[config.mk]
export PLATFORM = sky130hd
export DESIGN_NAME = rw_logic_sequencer
export DESIGN_NICKNAME = d
export VERILOG_FILES = /design/src/rtl/rw_logic_sequencer.sv
export SDC_FILE = /design/constraint.sdc
export NUM_CORES = 1
export LEC_CHECK = 0
export CAP_MARGIN = 20
export CORE_MARGIN = 8
export CORE_UTILIZATION = 42
export CTS_BUF_LIST = sky130_fd_sc_hd__clkbuf_8
export DETAILED_ROUTE_END_ITERATION = 10
export PLACE_DENSITY_LB_ADDON = 0.2
export SYNTH_ARGS = -nofsm -noshare
export SYNTH_HDL_FRONTEND = slang
export SYNTH_SLANG_ARGS = --single-unit
[constraint.sdc]
create_clock -name clk -period 2.5 [get_ports clk]
set_input_delay 0.625 -clock clk [delete_from_list [all_inputs] [get_ports clk]]
set_output_delay 0.625 -clock clk [all_outputs]
set_load 0.1 [all_outputs]
[src/rtl/rw_logic_sequencer.sv]
// rtl/rw_logic_sequencer.sv - CPU write/read sequencer for ICW/OCW control words
// Commits a write when its strobe releases, steps the init FSM and multiplexes readback.
module rw_logic_sequencer #(
    parameter int DATA_WIDTH = 8
) (
    input  logic                  clk,
    input  logic                  reset,
    input  logic                  chip_select_bar,
    input  logic                  read_bar,
    input  logic                  write_bar,
    input  logic                  A0,
    input  logic [DATA_WIDTH-1:0] data_in,
    input  logic [DATA_WIDTH-1:0] irr_in,
    input  logic [DATA_WIDTH-1:0] isr_in,
    output logic [DATA_WIDTH-1:0] data_out,
    output logic                  data_oe,
    output logic                  ICW_1_flag,
    output logic                  ICW_2_flag,
    output logic                  ICW_3_flag,
    output logic                  ICW_4_flag,
    output logic                  OCW_1_flag,
    output logic                  OCW_2_flag,
    output logic                  OCW_3_flag,
    output logic [DATA_WIDTH-1:0] icw1_reg,
    output logic [DATA_WIDTH-1:0] icw2_reg,
    output logic [DATA_WIDTH-1:0] icw3_reg,
    output logic [DATA_WIDTH-1:0] icw4_reg,
    output logic [DATA_WIDTH-1:0] imr,
    output logic [DATA_WIDTH-1:0] ocw2_reg,
    output logic                  read_isr_sel,
    output logic                  init_done
);

    typedef enum logic [2:0] {
        IDLE,
        WAIT_ICW2,
        WAIT_ICW3,
        WAIT_ICW4,
        READY
    } state_t;

    localparam int F_ICW1 = 0;
    localparam int F_ICW2 = 1;
    localparam int F_ICW3 = 2;
    localparam int F_ICW4 = 3;
    localparam int F_OCW1 = 4;
    localparam int F_OCW2 = 5;
    localparam int F_OCW3 = 6;

    state_t                  state;
    state_t                  state_next;
    logic                    write_active;
    logic                    write_active_q;
    logic                    commit;
    logic                    cap_a0;
    logic [DATA_WIDTH-1:0]   cap_data;
    logic [6:0]              flag_next;
    logic [6:0]              flag_q;

    assign write_active = ~chip_select_bar & ~write_bar;
    // Falling edge of the sampled strobe, however it was released.
    assign commit       = write_active_q & ~write_active;

    always_ff @(posedge clk or posedge reset) begin
        if (reset) begin
            write_active_q <= 1'b0;
            cap_a0         <= 1'b0;
            cap_data       <= '0;
        end else begin
            write_active_q <= write_active;
            if (write_active) begin
                cap_a0   <= A0;
                cap_data <= data_in;
            end
        end
    end

    always_ff @(posedge clk or posedge reset) begin
        if (reset) begin
            state <= IDLE;
        end else begin
            state <= state_next;
        end
    end

    always_comb begin
        state_next = state;
        flag_next  = '0;
        if (commit) begin
            if (!cap_a0 && cap_data[4]) begin
                flag_next[F_ICW1] = 1'b1;
                state_next        = WAIT_ICW2;
            end else if (cap_a0) begin
                case (state)
                    WAIT_ICW2: begin
                        flag_next[F_ICW2] = 1'b1;
                        if (!icw1_reg[1]) begin
                            state_next = WAIT_ICW3;
                        end else if (icw1_reg[0]) begin
                            state_next = WAIT_ICW4;
                        end else begin
                            state_next = READY;
                        end
                    end
                    WAIT_ICW3: begin
                        flag_next[F_ICW3] = 1'b1;
                        state_next        = icw1_reg[0] ? WAIT_ICW4 : READY;
                    end
                    WAIT_ICW4: begin
                        flag_next[F_ICW4] = 1'b1;
                        state_next        = READY;
                    end
                    READY: begin
                        flag_next[F_OCW1] = 1'b1;
                    end
                    default: begin
                    end
                endcase
            end else if (state == READY) begin
                if (cap_data[3]) begin
                    flag_next[F_OCW3] = 1'b1;
                end else begin
                    flag_next[F_OCW2] = 1'b1;
                end
            end
        end
    end

    // Flags double as write enables so a word and its pulse land on the same edge.
    always_ff @(posedge clk or posedge reset) begin
        if (reset) begin
            flag_q       <= '0;
            icw1_reg     <= '0;
            icw2_reg     <= '0;
            icw3_reg     <= '0;
            icw4_reg     <= '0;
            imr          <= '0;
            ocw2_reg     <= '0;
            read_isr_sel <= 1'b0;
        end else begin
            flag_q <= flag_next;
            if (flag_next[F_ICW1]) begin
                icw1_reg     <= cap_data;
                icw3_reg     <= '0;
                icw4_reg     <= '0;
                imr          <= '0;
                read_isr_sel <= 1'b0;
            end
            if (flag_next[F_ICW2]) begin
                icw2_reg <= cap_data;
            end
            if (flag_next[F_ICW3]) begin
                icw3_reg <= cap_data;
            end
            if (flag_next[F_ICW4]) begin
                icw4_reg <= cap_data;
            end
            if (flag_next[F_OCW1]) begin
                imr <= cap_data;
            end
            if (flag_next[F_OCW2]) begin
                ocw2_reg <= cap_data;
            end
            if (flag_next[F_OCW3] && cap_data[1]) begin
                read_isr_sel <= cap_data[0];
            end
        end
    end

    assign ICW_1_flag = flag_q[F_ICW1];
    assign ICW_2_flag = flag_q[F_ICW2];
    assign ICW_3_flag = flag_q[F_ICW3];
    assign ICW_4_flag = flag_q[F_ICW4];
    assign OCW_1_flag = flag_q[F_OCW1];
    assign OCW_2_flag = flag_q[F_OCW2];
    assign OCW_3_flag = flag_q[F_OCW3];
    assign init_done  = (state == READY);

    // A concurrent write strobe always wins over a read.
    assign data_oe = ~chip_select_bar & ~read_bar & ~write_active;

    always_comb begin
        data_out = '0;
        if (data_oe) begin
            if (A0) begin
                data_out = imr;
            end else if (read_isr_sel) begin
                data_out = isr_in;
            end else begin
                data_out = irr_in;
            end
        end
    end

endmodule

# Word-level counts from Yosys, hierarchy flattened
# Cells that the tools add are included.
word_totals:
  mem_count: 0
  regBits: 69
  ram_bits: 0
  latch_bits: 0
  rom_bits: 0
  out_inout_bits: 66
op_classes:
  mul: 0
  magnitude_cmp: 0
  bitwise_logic: 8
  shift: 0
  n_mux: 26
  div_mod_pow: 0
  addsub: 0
  n_eq_ne: 4
  n_reduce_logical: 10
op_table:
  columns: ["cell", "n"]
  rows:
  - ["$mux 8", 7]
  - ["$mux 3", 4]
  - ["$reduce_bool 2->1", 5]
  - ["$mux 1", 9]
  - ["$pmux 3 s3", 1]
  - ["$mux 7", 1]
  - ["$eq 3x2->1 const B", 2]
  - ["$mux 6", 1]
  - ["$and 1x1->1", 4]
  - ["$mux 2", 2]
  - ["$mux 4", 1]
  - ["$not 1->1", 4]
  - ["$reduce_bool 4->1", 1]
  - ["$eq 3x1->1 const B", 1]
  - ["$eq 3x3->1 const B", 1]
  - ["$reduce_and 3->1", 1]
  - ["$logic_and 1x1->1", 2]
  - ["$logic_not 1->1", 1]

# Logic depth before layout (Yosys ltp)
# Gate-level depths: netlist of the first run.
logic_depth:
  depth_word: 7
  depth_mapped: 5
  mapped_depth_nobuf: 4

# Least setup slack after synthesis of the first run
# No wires, ideal clock.
synth_timing:
  path_kind: "register to output"
  startpoint: "register read_isr_sel"
  endpoint: "output data_out[7]"
  required_time_ns: 1.875
  t_arrival_ns: 2.919
  n_path_buf: 1
  stages_incl_launch_ff: 6
  setup_slack_ns: -1.044
  cell_sequence: "dfrtp_1 -> clkbuf_1 -> mux2i_1 -> nor2_1 -> a21oi_1 -> nor2_1"
synth_via:
  elab_chain_cells: 3
synth_rtl:
  columns: ["element", "line_no", "text"]
  rows:
  - ["start: declaration", "30", "output logic read_isr_sel,"]
  - ["start signal: assignment", "165", "read_isr_sel <= cap_data[0];"]
  - ["$mux 8", "187", "end else if (read_isr_sel) begin"]
  - ["$mux 8", "185", "if (A0) begin"]
  - ["$mux 8", "184", "if (data_oe) begin"]
  - ["end: declaration", "15", "output logic [DATA_WIDTH-1:0] data_out,"]
# Every way passes these cells.

# Final worst setup path of the first run
layout_timing:
  startpoint: "input chip_select_bar"
  endpoint: "output data_out[4]"
layout_via:
  elab_chain_cells: 5
  word_cells_on_any_way: 6
  cone_classes: "mux (1); bitwise (5)"
layout_rtl:
  columns: ["element", "line_no", "text"]
  rows:
  - ["start: declaration", "8", "input logic chip_select_bar,"]
  - ["$not 1->1 (*)", "60, 180", null]
  - ["$and 1x1->1", "60", "assign write_active = ~chip_select_bar & ~write_bar;"]
  - ["$not 1->1", "180", "assign data_oe = ~chip_select_bar & ~read_bar & ~write_active;"]
  - ["$and 1x1->1 (*)", "180", null]
  - ["$mux 8 (*)", "184", null]
# Mark *: on every way between the ends. The rest lies on a longest branch, timed or not.

==> results.md, run 1 <==
* Status: completed
* Crit start category: primary input
* # hold bufs at CTS at 0
* Dpl ws at 0.06523 ns
* CTS Buf Count at 9
* Final hold vios at 0
* CTS tree: built
* Worst Setup Slack, final at 0.07815 ns
* Die Width at 97.53 um
* Hold Crit Class: flip-flop to flip-flop
* Clock Pin Slew Worst Setup and Hold Paths at 0.07 ns
* Worst setup EP type: primary output
* Non-filler instance count after layout at 404
* Worst slew pin tran at 0.6175 ns
* First-pass GRT wire length at 11.78 mm
* Synthesis-to-layout area growth at 50.29%
* DRC at 0
* Compound-Gate Fraction of Synth Area at 0.1170
* Final Util at 0.6569
* Xor/xnor share of the synthesized area at 0
* Number of library cell types mapped by synthesis at 30
* Initial antenna violation count at 0
* Count leader, synth: dfrtp_1
* Critical Path AT at 1.80 ns
* CTS max path bufs at 2
* DRT iter0 DRCs at 71
* Largest family of logic cells by synthesized area: multiplexers
* Adder-cell share of the synthesized area at 0
* Vias/cell at 5.183
* Most frequent cells after synthesis: dfrtp_1, mux2_2, a22o_1
* Setup violations, final at 0
* CTS sink cnt at 69
* Maxcap violations at 0
* Number of global-route vias before repair at 2151
* H-tree depth at 3
* Synth warn at 0
* Maximum VDD drop at 1.154 mV
* Die area at 0.009511 mm^2
* Vias at 2094
* Final clock skew at 0.01019 ns
* GR Overflow Total at 0
* Row count at 29
* IO Pins at 96
* Inserted Diodes at 0
* # Post-CTS Setup Buffers at 0
* Count of state elements after synthesis at 69
* Largest net degree at the start of global routing at 46
* Mapped Area at 0.002791 mm^2
* Highest clock rate at 412.9 MHz
* PwrDens at 1285 mW/mm^2
* Post-synthesis sequential area ratio at 0.6186
* Tcrit/Tclk final at 0.9687
* Ys flop type: dfrtp_1
* RSZ-0062 raised after global routing: false
* Number of enable flip-flop cells after synthesis at 0
* Average size of a mapped cell at 13.42 um^2
* Final GP Congestion at 0.7700
* Overall power after layout at 5.393 mW
* Layout net count at 352
* Slew margin rel. at 0.5868
* Max Slew Vio Count at 0
* Tmin final at 2.422 ns
* CP required at 1.88 ns
* Crit Path Category: primary input to primary output
* Final ANT Viol Nets at 0
* Post-synth top area cell: dfrtp_1
* Pre-antenna DRT Iters at 4
* Hpwl dp at 5.565 mm
* Clk root buf: clkbuf_8
* Die H at 97.53 um
* Area share of and/or/nand/nor cells after synthesis at 0.09368
* Routed WL at 7.363 mm
* Cell leakage power at 1.985 nW
* Top post-synthesis cells by area: dfrtp_1, mux2_2, a22o_1
* Yosys top cell area share at 0.6186
* # fillers at 475
* I/O Buffers at 95
* Mux cell area share after synthesis at 0.1493
* Wire per inst at 18.23 um
* Share of cells above drive strength 1 at 0.4526
* Initial core utilization at 0.4371
* Worst Path Max Fanout at 9
* Core box area at 0.006386 mm^2
* Placed Cells at 388
* Clk Latency, worst-skew pair at 0.33 ns
* Syn_nets at 238
* GRT Overall Usage at 0.1546
* Async SR Flop Fraction at 1.000
* Cells after Synth at 208
critical path, stage by stage:
cell and delay, ns:
clkdlybuf4s50_1 0.47, nor2_1 0.12, nand2_1 0.10, buf_12 0.17
nor2_4 0.12, buf_12 0.18
power breakdown:
part,total [mW],switching (mW),internal (mW)
registers,1.67,0.277,1.40
clock network,0.873,0.396,0.477
logic,2.85,2.17,0.676
total,5.39,2.84,2.55
metrics by stage:
stage | setup TNS [ns] | hold WS (ns) | cell area (um^2)
2_1_floorplan | -0.01863 | 0.5507 | 2860
3_3_place_gp | 0 | 0.4573 | 3999
3_5_place_dp | 0 | 0.4645 | 3999
4_1_cts | 0 | 0.4852 | 4192
5_1_grt | 0 | 0.4906 | 4195
6_report | 0 | 0.4837 | 4195
kinds of logic after synthesis:
logic type	after synthesis
muxes	38
and+or+nand+nor	44
buffers and inverters	15
DFF	69
AOI/OAI and AO/OA	42
layout make-up:
cell class,instances,area [um^2],share of cell area
sequential,69,1728,0.4119
multi-input combinational,124,1080,0.2574
timing repair buffer,112,1076,0.2565
clock buffer,10,137.6,0.03281
tap,77,96.34,0.02296
clock inverter,6,55.05,0.01312
inverter,6,22.52,0.005368
final timing paths:
| check | from | endpoint | slack, ns | depth (start not counted) |
|---|---|---|---|---|
| worst max-delay path | chip_select_bar | data_out[4] | 0.08 | 6 |
| min in group asynchronous | reset | icw4_reg[6] | 0.62 | 2 |
| max in group asynchronous | reset | read_isr_sel | 1.28 | 3 |
| worst min-delay path | icw1_reg[4] | icw1_reg[4] | 0.48 | 1 |
| worst max register to register | state[0] | ocw2_reg[7] | 0.72 | 4 |
| worst min register to register | icw1_reg[4] | icw1_reg[4] | 0.48 | 1 |
layout by cell type, fill, tap and decap left out, drive strengths merged, types with 2 or more instances in the layout:
| master | synthesis | routed |
|---|---|---|
| mux2i | 9 | 9 |
| nor2 | 23 | 23 |
| o21ai | 3 | 3 |
| clkbuf | 6 | 10 |
| inv | 6 | 8 |
| clkdlybuf4s50 | 0 | 29 |
| clkinv | 0 | 2 |
| nand2b | 2 | 2 |
| nor3 | 3 | 3 |
| dfrtp | 69 | 69 |
| a21oi | 8 | 8 |
| buf | 3 | 83 |
| nor2b | 3 | 3 |
| a22o | 25 | 25 |
| mux2 | 29 | 29 |
| nand2 | 4 | 4 |
| nor4b | 2 | 2 |
| nor3b | 3 | 3 |
what timing repair did:
action	CTS	global route
hold endpoints to repair	0	0
resized for setup	0	1
endpoints found under the setup margin	0	1
routing by layer:
layer,up-vias,part of all wire,track usage
met5,-,0,0
met4,0,0.014,0.05944
li1,982,-,-
met3,10,0.067,0.05334
met2,61,0.48,0.2406
met1,1041,0.44,0.1923
(Power assumes the default switching activity.)
==> run 2, diff against run 1 <==
--- a/constraint.sdc
+++ b/constraint.sdc
@@ -3,2 +3,2 @@
 set_output_delay 0.625 -clock clk [all_outputs]
-set_load 0.1 [all_outputs]
+set_load 0.005 [all_outputs]
==> run 2 against run 1 <==
Effect of this change: utilization down 0.18 points; clock skew is 0.0050 ns lower; total power is 32% lower; clock power up 7.9%; sequential share of layout area rose by 0.081 points; register-to-register slack is essentially flat; wire length fell by 0.62%; cell count unchanged; critical path type unchanged; critical path depth unchanged; critical endpoint is now data_out[5]; sequential cell count unchanged.
==> results.md, run 2 (synthesis gave the netlist of run 1 again) <==
* Status: completed
* Die H at 97.53 um
* H-tree depth at 3
* PwrDens at 877.7 mW/mm^2
* CTS max path bufs at 2
* Worst Setup Slack, final at 0.04712 ns
* Overall power after layout at 3.672 mW
* Worst r2r src: state[0]
* Slew margin rel. at 0.5768
* GR Overflow Total at 0
* Die area at 0.009511 mm^2
* Register area at 0.001727 mm^2
* Maximum VDD drop at 0.6626 mV
* Tcrit/Tclk final at 0.9812
* CTS sink cnt at 69
* Synthesis-to-layout area growth at 49.89%
* Wire per inst at 18.11 um
* Vias/cell at 5.151
* Final hold vios at 0
* Placed Cells at 386
* Critical Path AT at 1.83 ns
* IO Pins at 96
* Die Width at 97.53 um
* Hold-critical path depth at 1
* Row count at 29
* Routed WL at 7.317 mm
* Non-filler instance count after layout at 404
* Setup violations, final at 0
* Vias at 2081
* Share of cells above drive strength 1 at 0.2324
* Highest clock rate at 407.7 MHz
* # fillers at 485
* CTS Buf Count at 9
* Core box area at 0.006386 mm^2
* Final ANT Viol Nets at 0
* DRC at 0
* Worst Path Max Fanout at 7
* Hold Crit Class: flip-flop to flip-flop
* Initial core utilization at 0.4371
* CTS tree: built
* Tmin final at 2.453 ns
* Aggregate negative setup slack at 0 ns
* # hold bufs at CTS at 0
* I/O Buffers at 95
* Clock Pin Slew Worst Setup and Hold Paths at 0.07 ns
* Worst Hold End: icw1_reg[4]
* Pre-antenna DRT Iters at 4
* Final clock skew at 0.005192 ns
* R2R cell count at 4
* Max Slew Vio Count at 0
* Worst slew pin tran at 0.6325 ns
* Reg2Reg Setup Slack at 0.71 ns
* Layout net count at 352
* Crit start category: primary input
* Dpl ws at -0.1934 ns
* Crit Path Category: primary input to primary output
* Worst setup EP type: primary output
* Maxcap violations at 0
* Final Util at 0.6552
* Cell leakage power at 1.871 nW
* Leading cell types in the layout, fill and taps excluded: clkdlybuf4s50_1, dfrtp_1, mux2_2
* Clk Latency, worst-skew pair at 0.34 ns
* Final GP Congestion at 0.7649
* Reg2reg end: ocw2_reg[2]
* Inserted Diodes at 0
* Clk root buf: clkbuf_8
* First-pass GRT wire length at 11.95 mm
* GRT Overall Usage at 0.1573
* Hpwl dp at 5.403 mm
* Initial antenna violation count at 0
* Area of the multi-input gates at 0.001020 mm^2
* Number of global-route vias before repair at 2278
* Largest net degree at the start of global routing at 28
* HP Start: icw1_reg[4]
* CP required at 1.88 ns
* Commonest non-fill, non-tap cell in the layout: clkdlybuf4s50_1
* DRT iter0 DRCs at 58
run 2: cell count changes in the layout (fill, tap and decap cells not counted), sizes merged:
cell | before | now
buf | 83 | 17
clkbuf | 10 | 11
clkdlybuf4s15 | 0 | 3
clkdlybuf4s50 | 29 | 86
clkinvlp | 1 | 2
dlygate4sd2 | 0 | 6
inv | 8 | 6
run 2: how the worst max path moves through the flow:
stage	start	endpoint	slack, ns
5_1_grt	chip_select_bar	data_out[5]	-0.04
3_3_place_gp	chip_select_bar	data_out[5]	-0.16
2_1_floorplan	reset	cap_a0	0.14
4_1_cts	chip_select_bar	data_out[5]	0.05
3_5_place_dp	chip_select_bar	data_out[5]	-0.19
6_report	chip_select_bar	data_out[5]	0.05
run 2: area by class of cell:
class	instances	area share
Clock inverter	5	0.01406
Inverter	6	0.005383
Tap cell	77	0.02303
Sequential cell	69	0.4127
Timing Repair Buffer	112	0.2650
Multi-Input combinational cell	124	0.2437
Clock buffer	11	0.03618
run 2: power breakdown:
| part | leakage [nW] | internal [mW] | switching (mW) |
|---|---|---|---|
| combinational | 0.869 | 0.738 | 0.337 |
| clock | 0.102 | 0.515 | 0.427 |
| sequential | 0.900 | 1.40 | 0.260 |
run 2: through the flow:
stage | cell area (um^2) | hold WS, ns
6_report | 4184 | 0.4737
5_1_grt | 4184 | 0.4994
4_1_cts | 4165 | 0.4796
3_5_place_dp | 3956 | 0.4581
3_3_place_gp | 3956 | 0.4553
2_1_floorplan | 2791 | 0.4650
run 2: metal layers:
metal | track usage | part of all wire
met3 | 0.05334 | 0.063
met5 | 0 | 0
met1 | 0.1847 | 0.42
met4 | 0.06294 | 0.012
met2 | 0.2571 | 0.51
run 2: critical path: stages:
cell             delay, ns
clkdlybuf4s50_1       0.43
nor2_2                0.16
nand2_4               0.09
buf_4                 0.15
nor2_1                0.12
clkdlybuf4s15_1       0.24
run 2: repair_timing:
action	CTS	global route
pin swaps	1	2
buffers inserted	1	1
endpoints found under the setup margin	9	3
resized for setup	10	5
==> run 3, diff against run 2 <==
CTS_CLUSTER_DIAMETER = 30   (was default)
==> results of run 3 <==
Same layout as run 2: the final DEF is identical, and so are final timing and power.
